<file path="config.mk">
export PLATFORM = sky130hd
export DESIGN_NAME = tx_frame_ctrl
export DESIGN_NICKNAME = d
export VERILOG_FILES = /design/src/rtl/tx_frame_pkg.sv /design/src/rtl/tx_frame_ctrl_byte_serializer.sv /design/src/rtl/tx_frame_ctrl.sv
export SDC_FILE = /design/constraint.sdc
export NUM_CORES = 1
export LEC_CHECK = 0
export ABC_AREA = 1
export CAP_MARGIN = 5
export CORE_ASPECT_RATIO = 1.75
export CORE_UTILIZATION = 48
export CTS_BUF_LIST = sky130_fd_sc_hd__clkbuf_8 sky130_fd_sc_hd__clkbuf_16
export DETAILED_ROUTE_END_ITERATION = 7
export GPL_TIMING_DRIVEN = 1
export PLACE_DENSITY = 0.73
export SYNTH_ARGS = -nofsm -noshare
export SYNTH_HDL_FRONTEND = slang
export SYNTH_SLANG_ARGS = --single-unit
</file>
<file path="constraint.sdc">
create_clock -name clk -period 2.16 [get_ports clk]
set_input_delay 0.432 -clock clk [delete_from_list [all_inputs] [get_ports clk]]
set_output_delay 0.432 -clock clk [all_outputs]
set_load 0.02 [all_outputs]
</file>
<file path="src/rtl/tx_frame_pkg.sv">
// Shared definitions for the transmit frame scheduler and the receive-side
// frame sync: field states, default preamble/sync patterns, length helpers.
package tx_frame_pkg;

  typedef enum logic [2:0] {
    ST_IDLE = 3'd0,
    ST_PRE  = 3'd1,
    ST_SYNC = 3'd2,
    ST_PAY  = 3'd3,
    ST_TAIL = 3'd4,
    ST_PAD  = 3'd5,
    ST_GAP  = 3'd6
  } frame_state_t;

  localparam logic [7:0]  PRE_PAT_DEFAULT   = 8'h55;
  localparam logic [15:0] SYNC_WORD_DEFAULT = 16'h2DD4;
  localparam int          PRE_LEN           = 8;
  localparam int          SYNC_LEN          = 16;

  // Bits in a frame before block padding.
  function automatic int raw_bits(input int payload_bytes, input int tail_bits);
    return PRE_LEN + SYNC_LEN + 8 * payload_bytes + tail_bits;
  endfunction

  // Zero bits needed to round a raw frame up to a whole interleaver block.
  function automatic int pad_bits(input int raw, input int block_bits);
    return (block_bits - (raw % block_bits)) % block_bits;
  endfunction

  // Longest field (or gap) the shared bit counter has to cover.
  function automatic int max_field(input int pay_len, input int tail_len,
                                   input int pad_len, input int gap_len);
    int m;
    m = SYNC_LEN;
    if (pay_len > m)  m = pay_len;
    if (tail_len > m) m = tail_len;
    if (pad_len > m)  m = pad_len;
    if (gap_len > m)  m = gap_len;
    return m;
  endfunction

endpackage

</file>
<file path="src/rtl/tx_frame_ctrl_byte_serializer.sv">
// Payload byte path: one-byte hold register fed by the byte source, 8-bit
// MSB-first shift register feeding the bit stream, zero substitution when
// the hold register is empty at a byte boundary.
module byte_serializer
  import tx_frame_pkg::*;
#(
  parameter int PAYLOAD_BYTES = 4
) (
  input  logic       clk,
  input  logic       rst,
  input  logic [7:0] byte_in,
  input  logic       byte_valid,
  input  logic       accept_en,   // controller state allows taking bytes
  input  logic       load,        // byte boundary: move hold -> shift
  input  logic       shift,       // a payload bit was consumed
  input  logic       clear,       // frame finished: restart fetched count
  output logic       byte_ready,
  output logic       ser_bit,
  output logic       underrun
);

  logic [7:0] hold_q;
  logic       hold_full_q;
  logic [7:0] shift_q;
  logic [7:0] fetched_q;
  logic       underrun_q;
  logic [8:0] committed;
  logic       accept;

  // Handshake: valid/ready are independent; a byte moves when both are high
  // at a rising edge. Ready never takes a byte beyond this frame's quota.
  always_comb begin
    committed  = {1'b0, fetched_q} + {8'b0, hold_full_q};
    byte_ready = !rst && accept_en && !hold_full_q &&
                 (committed < 9'(PAYLOAD_BYTES));
    accept     = byte_valid && byte_ready;
  end

  // Hold register: a new byte wins over the same-cycle unload.
  always_ff @(posedge clk or posedge rst) begin
    if (rst) begin
      hold_q      <= 8'h00;
      hold_full_q <= 1'b0;
    end else if (accept) begin
      hold_q      <= byte_in;
      hold_full_q <= 1'b1;
    end else if (load) begin
      hold_full_q <= 1'b0;
    end
  end

  // Shift register, fetched-byte count and underrun pulse.
  always_ff @(posedge clk or posedge rst) begin
    if (rst) begin
      shift_q    <= 8'h00;
      fetched_q  <= 8'h00;
      underrun_q <= 1'b0;
    end else begin
      underrun_q <= 1'b0;
      if (load) begin
        shift_q    <= hold_full_q ? hold_q : 8'h00;
        underrun_q <= !hold_full_q;
        fetched_q  <= fetched_q + 8'd1;
      end else if (shift) begin
        shift_q <= {shift_q[6:0], 1'b0};
      end
      if (clear) fetched_q <= 8'h00;
    end
  end

  assign ser_bit  = shift_q[7];
  assign underrun = underrun_q;

endmodule

</file>
<file path="src/rtl/tx_frame_ctrl.sv">
// Transmit frame scheduler: preamble, sync word, payload, encoder tail and
// block padding released one bit per encoder strobe, then an idle gap.
module tx_frame_ctrl
  import tx_frame_pkg::*;
#(
  parameter logic [7:0]  PRE_PAT       = PRE_PAT_DEFAULT,
  parameter logic [15:0] SYNC_WORD     = SYNC_WORD_DEFAULT,
  parameter int          PAYLOAD_BYTES = 4,
  parameter int          TAIL_BITS     = 2,
  parameter int          BLOCK_BITS    = 64,
  parameter int          GAP_CYCLES    = 16
) (
  input  logic       clk,
  input  logic       reset,
  input  logic [7:0] byte_in,
  input  logic       byte_valid,
  output logic       byte_ready,
  input  logic       bit_ready,
  output logic       bit_out,
  output logic       bit_valid,
  output logic       frame_start,
  output logic       busy,
  output logic       underrun,
  output logic [2:0] dbg_state
);

  localparam int RAW     = raw_bits(PAYLOAD_BYTES, TAIL_BITS);
  localparam int PAD     = pad_bits(RAW, BLOCK_BITS);
  localparam int PAY_LEN = 8 * PAYLOAD_BYTES;
  localparam int MAX_LEN = max_field(PAY_LEN, TAIL_BITS, PAD, GAP_CYCLES);
  localparam int CW      = $clog2(MAX_LEN + 1);

  localparam logic [CW-1:0] PRE_LAST  = CW'(PRE_LEN - 1);
  localparam logic [CW-1:0] SYNC_LAST = CW'(SYNC_LEN - 1);
  localparam logic [CW-1:0] PAY_LAST  = CW'(PAY_LEN - 1);
  localparam logic [CW-1:0] TAIL_LAST = CW'(TAIL_BITS - 1);
  localparam logic [CW-1:0] PAD_LAST  = CW'(PAD - 1);
  localparam logic [CW-1:0] GAP_LAST  = CW'(GAP_CYCLES - 1);

  frame_state_t  state_q, state_d;
  logic [CW-1:0] cnt_q, cnt_d;
  logic          start_q, start_d;
  logic          accept_en, load, shift, ser_bit;
  logic [2:0]    pre_idx;
  logic [3:0]    sync_idx;
  frame_state_t  after_pay, after_tail;

  byte_serializer #(
    .PAYLOAD_BYTES (PAYLOAD_BYTES)
  ) u_ser (
    .clk        (clk),
    .rst        (reset),
    .byte_in    (byte_in),
    .byte_valid (byte_valid),
    .accept_en  (accept_en),
    .load       (load),
    .shift      (shift),
    .clear      (state_q == ST_GAP),
    .byte_ready (byte_ready),
    .ser_bit    (ser_bit),
    .underrun   (underrun)
  );

  // State, field bit counter and frame_start pulse registers.
  always_ff @(posedge clk or posedge reset) begin
    if (reset) begin
      state_q <= ST_IDLE;
      cnt_q   <= '0;
      start_q <= 1'b0;
    end else begin
      state_q <= state_d;
      cnt_q   <= cnt_d;
      start_q <= start_d;
    end
  end

  // Field sequencing: each consumed bit advances the counter, the last bit
  // of a field moves to the next one; empty tail/pad fields are skipped.
  always_comb begin
    state_d    = state_q;
    cnt_d      = cnt_q;
    start_d    = 1'b0;
    accept_en  = 1'b0;
    load       = 1'b0;
    shift      = 1'b0;
    bit_valid  = 1'b0;
    bit_out    = 1'b0;
    pre_idx    = 3'd7 - cnt_q[2:0];
    sync_idx   = 4'd15 - cnt_q[3:0];
    after_tail = (PAD > 0) ? ST_PAD : ST_GAP;
    after_pay  = (TAIL_BITS > 0) ? ST_TAIL : after_tail;
    unique case (state_q)
      ST_IDLE: begin
        accept_en = 1'b1;
        if (byte_valid && byte_ready) begin
          state_d = ST_PRE;
          cnt_d   = '0;
          start_d = 1'b1;
        end
      end
      ST_PRE: begin
        accept_en = 1'b1;
        bit_valid = 1'b1;
        bit_out   = PRE_PAT[pre_idx];
        if (bit_ready) begin
          if (cnt_q == PRE_LAST) begin
            state_d = ST_SYNC;
            cnt_d   = '0;
          end else begin
            cnt_d = cnt_q + CW'(1);
          end
        end
      end
      ST_SYNC: begin
        accept_en = 1'b1;
        bit_valid = 1'b1;
        bit_out   = SYNC_WORD[sync_idx];
        if (bit_ready) begin
          if (cnt_q == SYNC_LAST) begin
            state_d = ST_PAY;
            cnt_d   = '0;
            load    = 1'b1;
          end else begin
            cnt_d = cnt_q + CW'(1);
          end
        end
      end
      ST_PAY: begin
        accept_en = 1'b1;
        bit_valid = 1'b1;
        bit_out   = ser_bit;
        if (bit_ready) begin
          if (cnt_q == PAY_LAST) begin
            state_d = after_pay;
            cnt_d   = '0;
          end else begin
            cnt_d = cnt_q + CW'(1);
            if (cnt_q[2:0] == 3'd7) load = 1'b1;
            else                    shift = 1'b1;
          end
        end
      end
      ST_TAIL: begin
        bit_valid = 1'b1;
        if (bit_ready) begin
          if (cnt_q == TAIL_LAST) begin
            state_d = after_tail;
            cnt_d   = '0;
          end else begin
            cnt_d = cnt_q + CW'(1);
          end
        end
      end
      ST_PAD: begin
        bit_valid = 1'b1;
        if (bit_ready) begin
          if (cnt_q == PAD_LAST) begin
            state_d = ST_GAP;
            cnt_d   = '0;
          end else begin
            cnt_d = cnt_q + CW'(1);
          end
        end
      end
      ST_GAP: begin
        if (cnt_q == GAP_LAST) begin
          state_d = ST_IDLE;
          cnt_d   = '0;
        end else begin
          cnt_d = cnt_q + CW'(1);
        end
      end
      default: begin
        state_d = ST_IDLE;
        cnt_d   = '0;
      end
    endcase
  end

  assign frame_start = start_q;
  assign busy        = (state_q != ST_IDLE);
  assign dbg_state   = state_q;

endmodule

</file>
==> results of run 1 <==
worst max-delay path, cell delays in order (launching register included):
cell,delay [ns]
sky130_fd_sc_hd__dfrtp_1,0.41
sky130_fd_sc_hd__inv_2,0.06
sky130_fd_sc_hd__ha_1,0.22
sky130_fd_sc_hd__a21oi_1,0.15
sky130_fd_sc_hd__o21ai_1,0.09
sky130_fd_sc_hd__o31ai_1,0.22
sky130_fd_sc_hd__buf_2,0.20
placed cells by master, fill, tap and decap left out, types with 4 or more instances in the layout:
master,netlist,layout
sky130_fd_sc_hd__nand2_1,82,82
sky130_fd_sc_hd__nand3_1,47,47
sky130_fd_sc_hd__dfrtp_1,36,34
sky130_fd_sc_hd__inv_1,27,27
sky130_fd_sc_hd__buf_4,5,22
sky130_fd_sc_hd__nor2_1,21,21
sky130_fd_sc_hd__nand4_1,16,16
sky130_fd_sc_hd__clkdlybuf4s50_1,0,16
sky130_fd_sc_hd__o21ai_1,4,6
sky130_fd_sc_hd__ha_1,6,6
sky130_fd_sc_hd__a21oi_1,5,5
sky130_fd_sc_hd__xor2_1,5,5
sky130_fd_sc_hd__clkbuf_8,0,5
sky130_fd_sc_hd__inv_2,3,4
sky130_fd_sc_hd__nor2_4,4,4
stage by stage:
| step | hold slack [ns] | std cells | setup WS (ns) |
|---|---|---|---|
| 5_1_grt | 0.5090 | 383 | -0.007201 |
| 3_5_place_dp | 0.4656 | 373 | -0.1626 |
| 3_3_place_gp | 0.4624 | 373 | -0.09275 |
| 6_report | 0.4818 | 383 | 0.1006 |
| 2_1_floorplan | 0.4489 | 296 | 0.2660 |
| 4_1_cts | 0.4847 | 381 | 0.03111 |
logic make-up (layout without fill, tap and decap cells):
family / Yosys count / count (layout) / share of synthesized area (%)
XOR/XNOR: 6 / 6 / 2.342
AO/OA/AOI/OAI: 17 / 17 / 4.294
adder cells (fa/ha/maj): 6 / 6 / 3.346
AND/OR/NAND/NOR: 187 / 187 / 40.05
buffers and inverters: 44 / 80 / 9.816
flip-flops: 36 / 36 / 40.16
where the power goes:
| group | total, mW | leakage, nW | internal (mW) | switching [mW] |
|---|---|---|---|---|
| Sequential | 0.917 | 0.473 | 0.809 | 0.108 |
| Clock | 0.575 | 0.0593 | 0.338 | 0.238 |
| Combinational | 1.14 | 0.896 | 0.455 | 0.688 |
| Total | 2.64 | 1.43 | 1.60 | 1.03 |
per-layer routing:
layer,share of wire (%),vias to the layer above
met5,0,-
met4,3.5,0
met3,2.3,14
met2,53,36
met1,41,916
li1,-,1027
timing repair:
action | in CTS | in global routing
hold buffers | 0 | 0
setup endpoints to repair | 4 | 2
buffers inserted | 0 | 2
pin swaps | 0 | 1
resized for setup | 8 | 5
worst min path at each step:
stage | start | to | slack [ns] | cells after the start
finish | u_ser.hold_q[2] | u_ser.hold_q[2] | 0.48 | 2
detailed placement | u_ser.hold_q[0] | u_ser.hold_q[0] | 0.47 | 2
global placement | u_ser.hold_q[0] | u_ser.hold_q[0] | 0.46 | 2
CTS | u_ser.hold_q[0] | u_ser.hold_q[0] | 0.48 | 2
floorplan | u_ser.hold_q[7] | u_ser.hold_q[7] | 0.45 | 2
global route | u_ser.hold_q[0] | u_ser.hold_q[0] | 0.51 | 2
cell usage after synthesis, types with 4 or more instances:
master                    instances  share of area [%]
sky130_fd_sc_hd__o21ai_0          4               0.89
sky130_fd_sc_hd__nand4_1         16                4.5
sky130_fd_sc_hd__nand2_1         82                 14
sky130_fd_sc_hd__buf_2            5                1.1
sky130_fd_sc_hd__inv_1           27                4.5
sky130_fd_sc_hd__nand3_1         47                 10
sky130_fd_sc_hd__ha_1             6                3.3
sky130_fd_sc_hd__buf_4            5                1.7
sky130_fd_sc_hd__dfrtp_1         36                 40
sky130_fd_sc_hd__o21ai_1          4               0.89
sky130_fd_sc_hd__nor2_1          21                3.5
sky130_fd_sc_hd__nor2_4           4                2.0
sky130_fd_sc_hd__xor2_1           5                2.0
sky130_fd_sc_hd__a21oi_1          5                1.1
sky130_fd_sc_hd__buf_6            4                2.0
area by class of cell:
cell class,instances,area [sq um]
clock buffers,5,68.82
clock inverters,3,38.79
fillers,393,1774
inverters,30,112.6
multi-input cells,216,1122
flip-flops and latches,36,903.4
well taps,51,63.81
repair buffers,42,360.3
flip-flops by register name, indices dropped and copies added, names as in the netlist:
signal	count
frame_start	1
u_ser.shift_q	8
u_ser.fetched_q	8
u_ser.underrun	1
cnt_q	6
u_ser.hold_full_q	1
dbg_state	3
u_ser.hold_q	8
==> results.cfg, run 1 <==
[critical_path]
crit_path_start = cnt_q[0]
worst_r2r_endpoint = u_ser.shift_q[5]
critical_path.endpoint = bit_out
r2r_setup_slack_ns = 0.26
critical_path.startpoint_type = register
critical_path.endpoint_type = primary output
crit_required_ns = 1.73
rr_startpoint = cnt_q[0]
critPathArrivalTime_ns = 1.63
worstPathMaxFanout = 4
worstRegToRegCells = 9
timing_worst_setup_path_type = register to primary output

[finish]
layout-drive-gt1-share_pct = 16.57
final_net_count = 349
final_core_util_pct = 60.08
area_delta_synth_final_pct = 19.02
insertedDiodeCount = 0
final_design_area_no_fill_sq_um = 2670

[floorplanning]
top_level_ports = 21
die_height_microns = 92.44
rows = 32
start_util_pct = 50.48
chipWidth_microns = 53.68
die_area_sq_um = 4962
fp.coreArea_sq_um = 4444

[sta]
fmax_ghz = 0.4856
skew_ns = 0.002778
timing.setup.tns_ns = 0
layout_min_cycle_time_ns = 2.059
worst_slew_margin_rel_pct = 69.85
slew_at_the_pin_closest_to_its_max_slew_limit_ns = 0.4522
grt_setup_unrepaired = true
setup-violations-final = 0
slew_violations = 0
final.period_utilization_pct = 95.34
timing.final.hold_violations = 0

[clocking]
clk_lat_worst_skew_ns = 0.29
cts-buffers-inserted = 5
cts_num_sinks = 36
clock_tree_from_tritoncts = yes
cts-htree-levels = 2
clock_input_transition_at_the_sequential_cells_of_the_worst_setup_and_hold_paths_ns = 0.07
clockBufferDepth = 2
clock-root-buffer = sky130_fd_sc_hd__clkbuf_8

[synthesis]
synth-seq-area-share_pct = 40.16
synth_fp_nets = 314
synthesis.area_per_instance_sq_um = 7.579
synth_cell_type_count = 28
async_reset_ff_share_pct = 100.0
ys_dominant_reg_cell = sky130_fd_sc_hd__dfrtp_1
synth.yosys.warnings = 0
post_synthesis_sequential_element_count = 36
synthesis.area_sq_um = 2243
post_synth_inst_count = 296
synth-edff-count = 0

[grt]
pin_count_of_the_biggest_net_entering_global_routing = 37
grtUsageMet3_pct = 3.120
vias_in_the_first_global_route = 1986
globalRoute.totalOverflow = 0
global_route.peak_usage_layer = met2
grt_use_met2_pct = 39.40
gr-usage-met1_pct = 27.63
all_layer_gr_usage_pct = 23.25
antenna_violations_before_repair = 0
grt_first_pass_wirelength_mm = 8.590

[job]
max_cap_violation_count = 0

[drt]
dr_total_vias = 1993
drt_first_iter_violations = 41
drc = 0
wirelength_mm = 4.831
antenna_violating_nets_post_route = 0
wl_per_cell_microns = 12.61
drt_pass1_iterations = 4
route.detailed.vias_per_inst = 5.204

[power]
power.static_leakage_nw = 1.428
ir_drop_v = 0.0006268
power-per-cell-area_nw_per_um2 = 986.9
report.power.total_mw = 2.635

[placement]
gp_congestion = 0.8043
io_port_bufs = 20
detailedPlacementHpwl_mm = 3.612
place_area_sq_um = 2550

[min_path]
timing.hold.worst.class = register to register

[status]
run_status = finished, final reports clean
(Power assumes the default switching activity.)
==> run 2: changes to the inputs <==
--- a/config.mk
+++ b/config.mk
@@ -6,13 +6,14 @@
 export NUM_CORES = 1
 export LEC_CHECK = 0
 export ABC_AREA = 1
-export CAP_MARGIN = 5
 export CORE_ASPECT_RATIO = 1.75
 export CORE_UTILIZATION = 48
 export CTS_BUF_LIST = sky130_fd_sc_hd__clkbuf_8 sky130_fd_sc_hd__clkbuf_16
 export DETAILED_ROUTE_END_ITERATION = 7
 export GPL_TIMING_DRIVEN = 1
 export PLACE_DENSITY = 0.73
+export RECOVER_POWER = 50
+export SLEW_MARGIN = 20
 export SYNTH_ARGS = -nofsm -noshare
 export SYNTH_HDL_FRONTEND = slang
 export SYNTH_SLANG_ARGS = --single-unit
==> run 2 against run 1 <==
  * Setup slack worse by 0.0061 ns
  * Flip-flop and latch count stayed put
  * Via count is 0.15% lower
  * Combinational power hardly changed
  * Final area is 0.52% lower
  * Register-to-register slack hardly changed
  * Global-route usage stayed put
  * Clock-buffer cell count stayed put
  * Critical path depth is 2 lower
  * Wire length is 0.25% lower
  * Clock skew hardly changed
  * Largest power group unchanged
==> results.cfg, run 2 (synthesized netlist as in run 1, its figures left out) <==
[placement]
gp_congestion = 0.8043
detailedPlacementHpwl_mm = 3.612
detailedPlace.worstSlack_ns = -0.1626
io_port_bufs = 20
place_area_sq_um = 2550

[finish]
area_delta_synth_final_pct = 18.40
mostFrequentLayoutCell = sky130_fd_sc_hd__nand2_1
reg_top3 = u_ser.fetched_q: 8 flops, u_ser.hold_q: 8 flops, u_ser.shift_q: 8 flops
insertedDiodeCount = 0
layout.cells.most_common_list = sky130_fd_sc_hd__nand2_1, sky130_fd_sc_hd__nand3_1, sky130_fd_sc_hd__dfrtp_1
layout-drive-gt1-share_pct = 15.96
final_net_count = 349
final_design_area_no_fill_sq_um = 2656

[drt]
antenna_violating_nets_post_route = 0
wl_per_cell_microns = 12.58
drc = 0
route.detailed.vias_per_inst = 5.196
drt_pass1_iterations = 4
wirelength_mm = 4.819
dr_total_vias = 1990
drt_first_iter_violations = 41

[grt]
vias_in_the_first_global_route = 1986
antenna_violations_before_repair = 0
all_layer_gr_usage_pct = 23.25
grt_first_pass_wirelength_mm = 8.590
pin_count_of_the_biggest_net_entering_global_routing = 37
globalRoute.totalOverflow = 0

[sta]
layout_min_cycle_time_ns = 2.066
worst_hold_slack_after_final_layout_ns = 0.4816
timing.final.hold_violations = 0
grt_setup_unrepaired = true
slew_violations = 0
slew_at_the_pin_closest_to_its_max_slew_limit_ns = 0.8823
final.setup.worst_slack_ns = 0.09447
worst_slew_margin_rel_pct = 41.18
fmax_ghz = 0.4841
skew_ns = 0.002813
final.period_utilization_pct = 95.63
setup-violations-final = 0

[status]
run_status = finished, final reports clean

[power]
power.static_leakage_nw = 1.414
report.power.total_mw = 2.629
ir_drop_v = 0.0006161
power-per-cell-area_nw_per_um2 = 989.7

[floorplanning]
fp.coreArea_sq_um = 4444
rows = 32
top_level_ports = 21
die_height_microns = 92.44
start_util_pct = 50.48
die_area_sq_um = 4962
chipWidth_microns = 53.68

[min_path]
timing.hold.worst.class = register to register

[critical_path]
critical_path.startpoint_type = input pin
critPathArrivalTime_ns = 1.63
crit_required_ns = 1.73
timing_worst_setup_path_type = input pin to primary output
worstPathMaxFanout = 2
critical_path.endpoint_type = primary output

[job]
max_cap_violation_count = 0

[clocking]
clock_input_transition_at_the_sequential_cells_of_the_worst_setup_and_hold_paths_ns = 0.07
cts-buffers-inserted = 5
cts_num_sinks = 36
clk_lat_worst_skew_ns = 0.29
clock-root-buffer = sky130_fd_sc_hd__clkbuf_8
cts-htree-levels = 2
clockBufferDepth = 2
clock_tree_from_tritoncts = yes
[run 2: cell types whose count changed in the layout (fill, tap and decap cells not counted)]
cell,before,now
sky130_fd_sc_hd__and2_0,0,1
sky130_fd_sc_hd__and2_1,1,0
sky130_fd_sc_hd__buf_4,22,20
sky130_fd_sc_hd__clkbuf_1,0,1
sky130_fd_sc_hd__clkbuf_2,0,1
sky130_fd_sc_hd__nand2_1,82,83
sky130_fd_sc_hd__nand2_4,3,2
[run 2: worst paths after layout]
kind | end | startpoint | slack, ns | depth (start not counted)
min | u_ser.hold_q[0] | u_ser.hold_q[0] | 0.48 | 2
min in group asynchronous | u_ser.fetched_q[2] | reset | 0.76 | 3
max reg2reg | u_ser.hold_q[3] | u_ser.fetched_q[4] | 0.26 | 7
min reg2reg | u_ser.hold_q[0] | u_ser.hold_q[0] | 0.48 | 2
max | byte_ready | reset | 0.09 | 4
max in group asynchronous | cnt_q[1] | reset | 0.80 | 3
[run 2: area by class of cell]
cell class / count / area [sq um]
Inverter: 30 / 112.6
Clock buffer: 5 / 68.82
Multi-Input combinational cell: 216 / 1115
Tap cell: 51 / 63.81
Clock inverter: 3 / 38.79
Timing Repair Buffer: 42 / 354.1
Fill cell: 397 / 1788
Sequential cell: 36 / 903.4
[run 2: power breakdown]
part           total (mW)  switching (mW)  internal (mW)
combinational        1.14           0.685          0.451
sequential          0.918           0.109          0.809
clock               0.575           0.237          0.338
[run 2: per-stage QoR]
stage,TNS (ns),util (%),cells
2_1_floorplan,0,-,296
3_3_place_gp,-0.1003,57.38,373
3_5_place_dp,-0.2577,57.38,373
4_1_cts,0,59.66,381
5_1_grt,-0.007201,59.77,383
6_report,0,59.77,383
[run 2: metal layers]
layer	vias up	wire (microns)	GRT usage (%)
met1	913	1986	27.63
met2	36	2558	39.40
li1	1027	-	-
met4	0	169	10.75
met3	14	105	3.120
met5	-	0	0
[run 2: repair_timing]
action | 4_1_cts | 5_1_grt
pin swaps | 0 | 1
hold buffers | 0 | 0
endpoints found under the setup margin | 4 | 2
cloned | 0 | 0
setup buffers | 0 | 2
resized for setup | 8 | 5
[run 2: critical path, cell delays in order]
cell                              delay, ns
sky130_fd_sc_hd__clkdlybuf4s50_1       0.43
sky130_fd_sc_hd__nor3_1                0.23
sky130_fd_sc_hd__and2_0                0.19
sky130_fd_sc_hd__dlygate4sd2_1         0.35
